## config.mk

```make
export PLATFORM = sky130hd
export DESIGN_NAME = seg7_scan_decoder
export DESIGN_NICKNAME = d
export VERILOG_FILES = /design/src/rtl/seg7_scan_decoder.sv
export SDC_FILE = /design/constraint.sdc
export NUM_CORES = 1
export LEC_CHECK = 0
export ABC_AREA = 1
export BUFFER_PORTS_ARGS = -buffer_cell sky130_fd_sc_hd__buf_2
export CELL_PAD_IN_SITES_DETAIL_PLACEMENT = 2
export CELL_PAD_IN_SITES_GLOBAL_PLACEMENT = 2
export CORE_MARGIN = 1
export CORE_UTILIZATION = 29
export DETAILED_ROUTE_END_ITERATION = 16
export PLACE_DENSITY = 0.78
export SYNTH_ARGS = -nofsm -noshare
export SYNTH_HDL_FRONTEND = slang
export SYNTH_SLANG_ARGS = --single-unit
export TNS_END_PERCENT = 10
```

## constraint.sdc

```tcl
create_clock -name clk -period 2.3 [get_ports clk]
set_input_delay 0.46 -clock clk [delete_from_list [all_inputs] [get_ports clk]]
set_output_delay 0.46 -clock clk [all_outputs]
set_load 0.1 [all_outputs]
```

## src/rtl/seg7_scan_decoder.sv

```systemverilog
// seg7_scan_decoder
// Recovers the digit values shown on a multiplexed 8-digit, 7-segment
// display by watching its active-low anode and segment drive lines.
// An anode/segment pair must hold for STABLE_CYCLES clocks before it is
// accepted ("committed") into the digit store, which filters out the
// ghosting that appears while the scanner switches digits.
//
// Optional feature: define SEG7_DEC_HEX_EN to also decode the hex letters
// A, b, C, d, E and F. Without it those patterns are reported as errors.

module seg7_scan_decoder #(
    parameter int unsigned STABLE_CYCLES = 4
) (
    input  logic        clk,
    input  logic        rst,
    input  logic [6:0]  seg_n,
    input  logic [7:0]  an_n,
    output logic [31:0] digits,
    output logic [7:0]  digit_valid,
    output logic        frame_done,
    output logic        err
);

    // Counter value at which the next unchanged cycle completes the hold.
    // Entering SETTLE already accounts for the first stable cycle, so the
    // commit happens on the edge where the counter steps to STABLE_CYCLES-1.
    localparam logic [7:0] CNT_LAST = 8'(STABLE_CYCLES - 32'd2);

    // Classification of a segment pattern.
    localparam logic [1:0] KIND_BAD   = 2'd0;
    localparam logic [1:0] KIND_DIGIT = 2'd1;
    localparam logic [1:0] KIND_BLANK = 2'd2;

    typedef enum logic [1:0] {
        IDLE   = 2'd0,
        SETTLE = 2'd1,
        HELD   = 2'd2
    } state_t;

    // ------------------------------------------------------------------
    // Helper functions
    // ------------------------------------------------------------------

    // True when exactly one bit of the (active-high) select vector is set.
    function automatic logic is_onehot8(input logic [7:0] sel);
        logic res;
        res = (sel != 8'h00) && ((sel & (sel - 8'd1)) == 8'h00);
        return res;
    endfunction

    // Position of the set bit of a one-hot select vector.
    function automatic logic [2:0] sel_index(input logic [7:0] sel);
        logic [2:0] idx;
        idx = 3'd0;
        for (int i = 0; i < 8; i++) begin
            if (sel[i]) begin
                idx = 3'(i);
            end else begin
                idx = idx;
            end
        end
        return idx;
    endfunction

    // Map an active-low segment pattern to {kind, value}.
    function automatic logic [5:0] decode_seg(input logic [6:0] pat);
        logic [5:0] res;
        res = {KIND_BAD, 4'h0};
        case (pat)
            7'h40:   res = {KIND_DIGIT, 4'h0};
            7'h79:   res = {KIND_DIGIT, 4'h1};
            7'h24:   res = {KIND_DIGIT, 4'h2};
            7'h30:   res = {KIND_DIGIT, 4'h3};
            7'h19:   res = {KIND_DIGIT, 4'h4};
            7'h12:   res = {KIND_DIGIT, 4'h5};
            7'h02:   res = {KIND_DIGIT, 4'h6};
            7'h78:   res = {KIND_DIGIT, 4'h7};
            7'h00:   res = {KIND_DIGIT, 4'h8};
            7'h10:   res = {KIND_DIGIT, 4'h9};
`ifdef SEG7_DEC_HEX_EN
            7'h08:   res = {KIND_DIGIT, 4'hA};
            7'h03:   res = {KIND_DIGIT, 4'hB};
            7'h46:   res = {KIND_DIGIT, 4'hC};
            7'h21:   res = {KIND_DIGIT, 4'hD};
            7'h06:   res = {KIND_DIGIT, 4'hE};
            7'h0E:   res = {KIND_DIGIT, 4'hF};
`endif
            7'h7F:   res = {KIND_BLANK, 4'h0};
            default: res = {KIND_BAD, 4'h0};
        endcase
        return res;
    endfunction

    // ------------------------------------------------------------------
    // Declarations
    // ------------------------------------------------------------------
    logic [6:0]  seg_in_r;
    logic [7:0]  an_in_r;
    logic [6:0]  pair_seg_r;
    logic [7:0]  pair_an_r;

    state_t      state_r;
    state_t      state_next_s;
    logic [7:0]  cnt_r;
    logic [7:0]  cnt_next_s;
    logic        latch_pair_s;
    logic        commit_s;

    logic        pair_changed_s;
    logic        an_onehot_s;

    logic [2:0]  commit_idx_s;
    logic [7:0]  commit_bit_s;
    logic [1:0]  commit_kind_s;
    logic [3:0]  commit_val_s;

    logic [7:0]  seen_r;
    logic [7:0]  seen_base_s;
    logic [7:0]  seen_next_s;
    logic        frame_set_s;

    logic [31:0] digits_r;
    logic [7:0]  digit_valid_r;
    logic        frame_done_r;
    logic        err_r;

    // ------------------------------------------------------------------
    // Input stage
    // ------------------------------------------------------------------

    // Register the raw display lines once; idle value is "nothing driven".
    always_ff @(posedge clk) begin
        if (rst) begin
            seg_in_r <= 7'h7F;
            an_in_r  <= 8'hFF;
        end else begin
            seg_in_r <= seg_n;
            an_in_r  <= an_n;
        end
    end

    // Pair qualification against the pair currently being timed.
    always_comb begin
        pair_changed_s = ({an_in_r, seg_in_r} != {pair_an_r, pair_seg_r});
        an_onehot_s    = is_onehot8(~an_in_r);
    end

    // ------------------------------------------------------------------
    // Stability FSM
    // ------------------------------------------------------------------

    // State, stability counter and the reference pair being timed.
    always_ff @(posedge clk) begin
        if (rst) begin
            state_r    <= IDLE;
            cnt_r      <= 8'd0;
            pair_seg_r <= 7'h7F;
            pair_an_r  <= 8'hFF;
        end else begin
            state_r <= state_next_s;
            cnt_r   <= cnt_next_s;
            if (latch_pair_s) begin
                pair_seg_r <= seg_in_r;
                pair_an_r  <= an_in_r;
            end else begin
                pair_seg_r <= pair_seg_r;
                pair_an_r  <= pair_an_r;
            end
        end
    end

    // Next-state logic: time a one-hot pair, commit it once, then wait for
    // it to change. A non-one-hot select always falls back to IDLE.
    always_comb begin
        state_next_s = state_r;
        cnt_next_s   = cnt_r;
        latch_pair_s = 1'b0;
        commit_s     = 1'b0;
        case (state_r)
            IDLE: begin
                cnt_next_s = 8'd0;
                if (an_onehot_s) begin
                    state_next_s = SETTLE;
                    latch_pair_s = 1'b1;
                end else begin
                    state_next_s = IDLE;
                end
            end
            SETTLE: begin
                if (pair_changed_s) begin
                    cnt_next_s = 8'd0;
                    if (an_onehot_s) begin
                        state_next_s = SETTLE;
                        latch_pair_s = 1'b1;
                    end else begin
                        state_next_s = IDLE;
                    end
                end else if (cnt_r == CNT_LAST) begin
                    cnt_next_s   = cnt_r + 8'd1;
                    commit_s     = 1'b1;
                    state_next_s = HELD;
                end else begin
                    cnt_next_s   = cnt_r + 8'd1;
                    state_next_s = SETTLE;
                end
            end
            HELD: begin
                if (pair_changed_s) begin
                    cnt_next_s = 8'd0;
                    if (an_onehot_s) begin
                        state_next_s = SETTLE;
                        latch_pair_s = 1'b1;
                    end else begin
                        state_next_s = IDLE;
                    end
                end else begin
                    state_next_s = HELD;
                end
            end
            default: begin
                state_next_s = IDLE;
                cnt_next_s   = 8'd0;
            end
        endcase
    end

    // ------------------------------------------------------------------
    // Commit datapath
    // ------------------------------------------------------------------

    // Decode the committed pair: which digit, and what symbol it shows.
    always_comb begin
        commit_idx_s                  = sel_index(~pair_an_r);
        commit_bit_s                  = 8'h01 << commit_idx_s;
        {commit_kind_s, commit_val_s} = decode_seg(pair_seg_r);
    end

    // Frame tracking: a full mask is cleared on the following cycle, so the
    // first commit of the next frame lands in an empty mask.
    always_comb begin
        if (seen_r == 8'hFF) begin
            seen_base_s = 8'h00;
        end else begin
            seen_base_s = seen_r;
        end
        if (commit_s) begin
            seen_next_s = seen_base_s | commit_bit_s;
        end else begin
            seen_next_s = seen_base_s;
        end
        frame_set_s = commit_s && (seen_next_s == 8'hFF);
    end

    // Seen mask and the registered frame/error pulses.
    always_ff @(posedge clk) begin
        if (rst) begin
            seen_r       <= 8'h00;
            frame_done_r <= 1'b0;
            err_r        <= 1'b0;
        end else begin
            seen_r       <= seen_next_s;
            frame_done_r <= frame_set_s;
            err_r        <= commit_s && (commit_kind_s == KIND_BAD);
        end
    end

    // Digit store: a recognised symbol is written and marked valid; blank
    // or unknown patterns only drop the valid flag.
    always_ff @(posedge clk) begin
        if (rst) begin
            digits_r      <= 32'h0000_0000;
            digit_valid_r <= 8'h00;
        end else if (commit_s) begin
            case (commit_kind_s)
                KIND_DIGIT: begin
                    digits_r[{commit_idx_s, 2'b00} +: 4] <= commit_val_s;
                    digit_valid_r[commit_idx_s]          <= 1'b1;
                end
                KIND_BLANK: begin
                    digit_valid_r[commit_idx_s] <= 1'b0;
                end
                default: begin
                    digit_valid_r[commit_idx_s] <= 1'b0;
                end
            endcase
        end else begin
            digits_r      <= digits_r;
            digit_valid_r <= digit_valid_r;
        end
    end

    assign digits      = digits_r;
    assign digit_valid = digit_valid_r;
    assign frame_done  = frame_done_r;
    assign err         = err_r;

endmodule

```

==> results.md <==
- Status: finished, final reports clean
- Ys async rst share: 0
- GR Overflow Total: 0
- Post-route antenna net violation count: 0
- Synthesized cell area: 4590 sq um
- CTS Sinks: 90
- CTS Buffer Depth: 2
- Relative slew slack: 0.643
- Ordered cell list for the critical path: nand2_1 > inv_1 > a21oi_2 > buf_4 > inv_1 > ha_4 > inv_1 > nand3_4 > nor2_2 > nand2_1 > nor2_1 > nand3_1 > a21oi_1
- Number of DRC markers in iteration 0: 139
- Filler Cell Count: 1917
- RSZ-0062 raised after global routing: true
- Clock Latency Late Sink: 360 ps
- Clk_skew: 8.64 ps
- Sequential share of the synthesized area: 0.393
- Cell taking the most area after synthesis: dfxtp_1
- Multi-input logic area: 2450 sq um
- Total track usage: 0.207
- Final instance area: 5740 sq um
- Via Count: 4736
- Share of cells above drive strength 1: 0.222
- Antenna violations before repair: 0
- Maximum clock rate: 460 MHz
- Nets: 797
- Sum Neg Setup Slack: 0 ps
- Post-synth EDFFs: 0
- Placed Instance Area: 5330 sq um
- Num ports: 59
- Primary FF master, synth: dfxtp_1
- Leak: 2.71 nW
- Area Growth Syn to Fin: 25.0%
- Root buffer cell: clkbuf_16
- CTS H-tree lvls: 3
- Crit path DAT: 2460 ps
- Maximum fanout along the worst path: 6
- Post-synth cell types: 32
- Post-Place Cells: 966
- Global-route wire length before repair: 26200 microns
- Drt total wl: 16100 microns
- Max-Cap Viols: 0
- Setup ws final: 124 ps
- Register area: 1800 sq um
- I/O Buffers: 58
- Avg Cell Area, Syn: 6.72 sq um
- CTS tree: done
- Die Wd: 128 microns
- Required @ worst endpoint: 2580 ps
- Gate Count Post-Synth: 683
- Final Critical Period: 2180 ps
- Worst slack at placement: -172 ps
- WS Path Type: flop to flop
- Final GP Congestion: 0.780
- Synth top cells by count: nand2_1, dfxtp_1, nor2_1
- Die height: 128 microns
- Max IR drop VDD: 0.387 mV
- Total power: 0.00460 W
- Vias in the first global route: 5250
- Warnings, synthesis: 0
- Diode count: 0
- Clock transition at path regs: 60 ps
- Pwr dens: 802 nW/um^2
- Hold Violations, Final: 0
- Non-Filler Instances: 981
- Worst Tran Pin Value: 535 ps
- CTS Buf Count: 9
- DP HPWL: 12300 microns
- Largest net degree at the start of global routing: 35
- Synth area leaders: dfxtp_1, nand2_1, nand3_1
- Row count: 45
- Flops & latches, synth: 90
- Syn nets: 713
- Die footprint: 16300 sq um
- Initial core utilization: 0.300
- Count of final setup violators: 0
- Wire per inst: 16.4 microns
- CP Capture Type: flop
- Class of the worst hold path: primary input to flop
- Slew Limit Fails: 0
- Synth top area share: 0.393
- Crit path launch type: flop
- CP peak stage delay: 430 ps
- DR pass1 iterations: 4
- Count leader, synth: nand2_1
- CP max-delay cell: dfxtp_1
- Core area: 15300 sq um
- Crit-path most repeated cell: inv_1
- Via density per instance: 4.83
- DRC: 0
- Final Cycle Share: 0.946
==> cell type report <==
cell class | instances | area share
Multi-Input combinational cell | 482 | 0.428
Timing Repair Buffer | 94 | 0.106
Tap cell | 211 | 0.0460
Clock buffer | 11 | 0.0423
Clock inverter | 3 | 0.00305
Sequential cell | 90 | 0.314
Inverter | 90 | 0.0600
==> power breakdown <==
part | total, W | switching [W] | internal (W)
Combinational | 0.00155 | 0.00101 | 0.000541
Sequential | 0.00168 | 0.0000649 | 0.00161
Clock | 0.00137 | 0.000623 | 0.000746
Total | 0.00460 | 0.00170 | 0.00290
==> worst max-delay path, delay by kind of cell (launching register included) <==
| kind | cells | cell delay, ps |
|---|---|---|
| AO/OA/AOI/OAI | 2 | 230 |
| adder cells (fa/ha/maj) | 1 | 220 |
| buffers and inverters | 4 | 510 |
| flip-flops | 1 | 430 |
| AND/OR/NAND/NOR | 6 | 730 |
==> what timing repair did <==
action                     in CTS  in global routing
resized for setup               5                 38
hold buffers                    0                  0
cloned                          0                  0
pin swaps                       0                  4
buffers inserted                0                  1
setup endpoints to repair      27                 36
==> worst paths after layout <==
path | from | endpoint | slack (ps) | depth (start not counted)
hold reg to reg | digits[18]$_SDFFE_PP0P_ | digits[18]$_SDFFE_PP0P_ | 460 | 2
setup reg to reg | pair_an_r[4]$_SDFFE_PP1P_ | digits[26]$_SDFFE_PP0P_ | 120 | 13
hold / removal | an_n[2] | an_in_r[2]$_SDFF_PP1_ | 280 | 2
setup / recovery | pair_an_r[4]$_SDFFE_PP1P_ | digits[26]$_SDFFE_PP0P_ | 120 | 13
==> per-stage QoR <==
stage / utilization / hold WS [ps]
final: 0.375 / 285
after global routing: 0.375 / 275
after CTS: 0.366 / 276
after detailed placement: 0.348 / 457
after global placement: 0.348 / 451
after floorplan: - / 451
==> layout by cell type, fill, tap and decap left out, types with 3 or more instances in the layout <==
master / count
o21ai_1: 7
nand3_1: 74
buf_12: 3
buf_2: 58
dfxtp_1: 89
inv_1: 82
buf_4: 31
nor2_4: 5
a21oi_1: 44
nand4_1: 15
inv_2: 5
nand3_2: 3
nand2_1: 164
ha_1: 10
nor2_1: 76
nor3_1: 7
o21ai_0: 19
nand2_2: 10
clkbuf_16: 9
nor2_2: 10
nor3_2: 3
or2_2: 15
==> logic make-up after synthesis <==
family	Yosys count	synth area share
buffers and inverters	111	0.0995
adder cells (fa/ha/maj)	13	0.0355
XOR/XNOR	2	0.00382
AO/OA/AOI/OAI	74	0.0826
AND/OR/NAND/NOR	393	0.386
flip-flops	90	0.393
==> registers in the layout, summed over array words and instances (netlist names), named ones only <==
register,count
an_in_r,8
cnt_r,8
digits,32
err,1
frame_done,1
pair_an_r,8
pair_seg_r,7
seen_r,8
seg_in_r,7
state_r,2
==> layer usage <==
metal  wire length [microns]  track usage  up-vias
li1                        -            -     2333
met1                    6940        0.235     2309
met2                    8390        0.385       65
met3                     410       0.0388       29
met4                     375       0.0720        0
met5                       0            0        -
(Power assumes the default switching activity.)
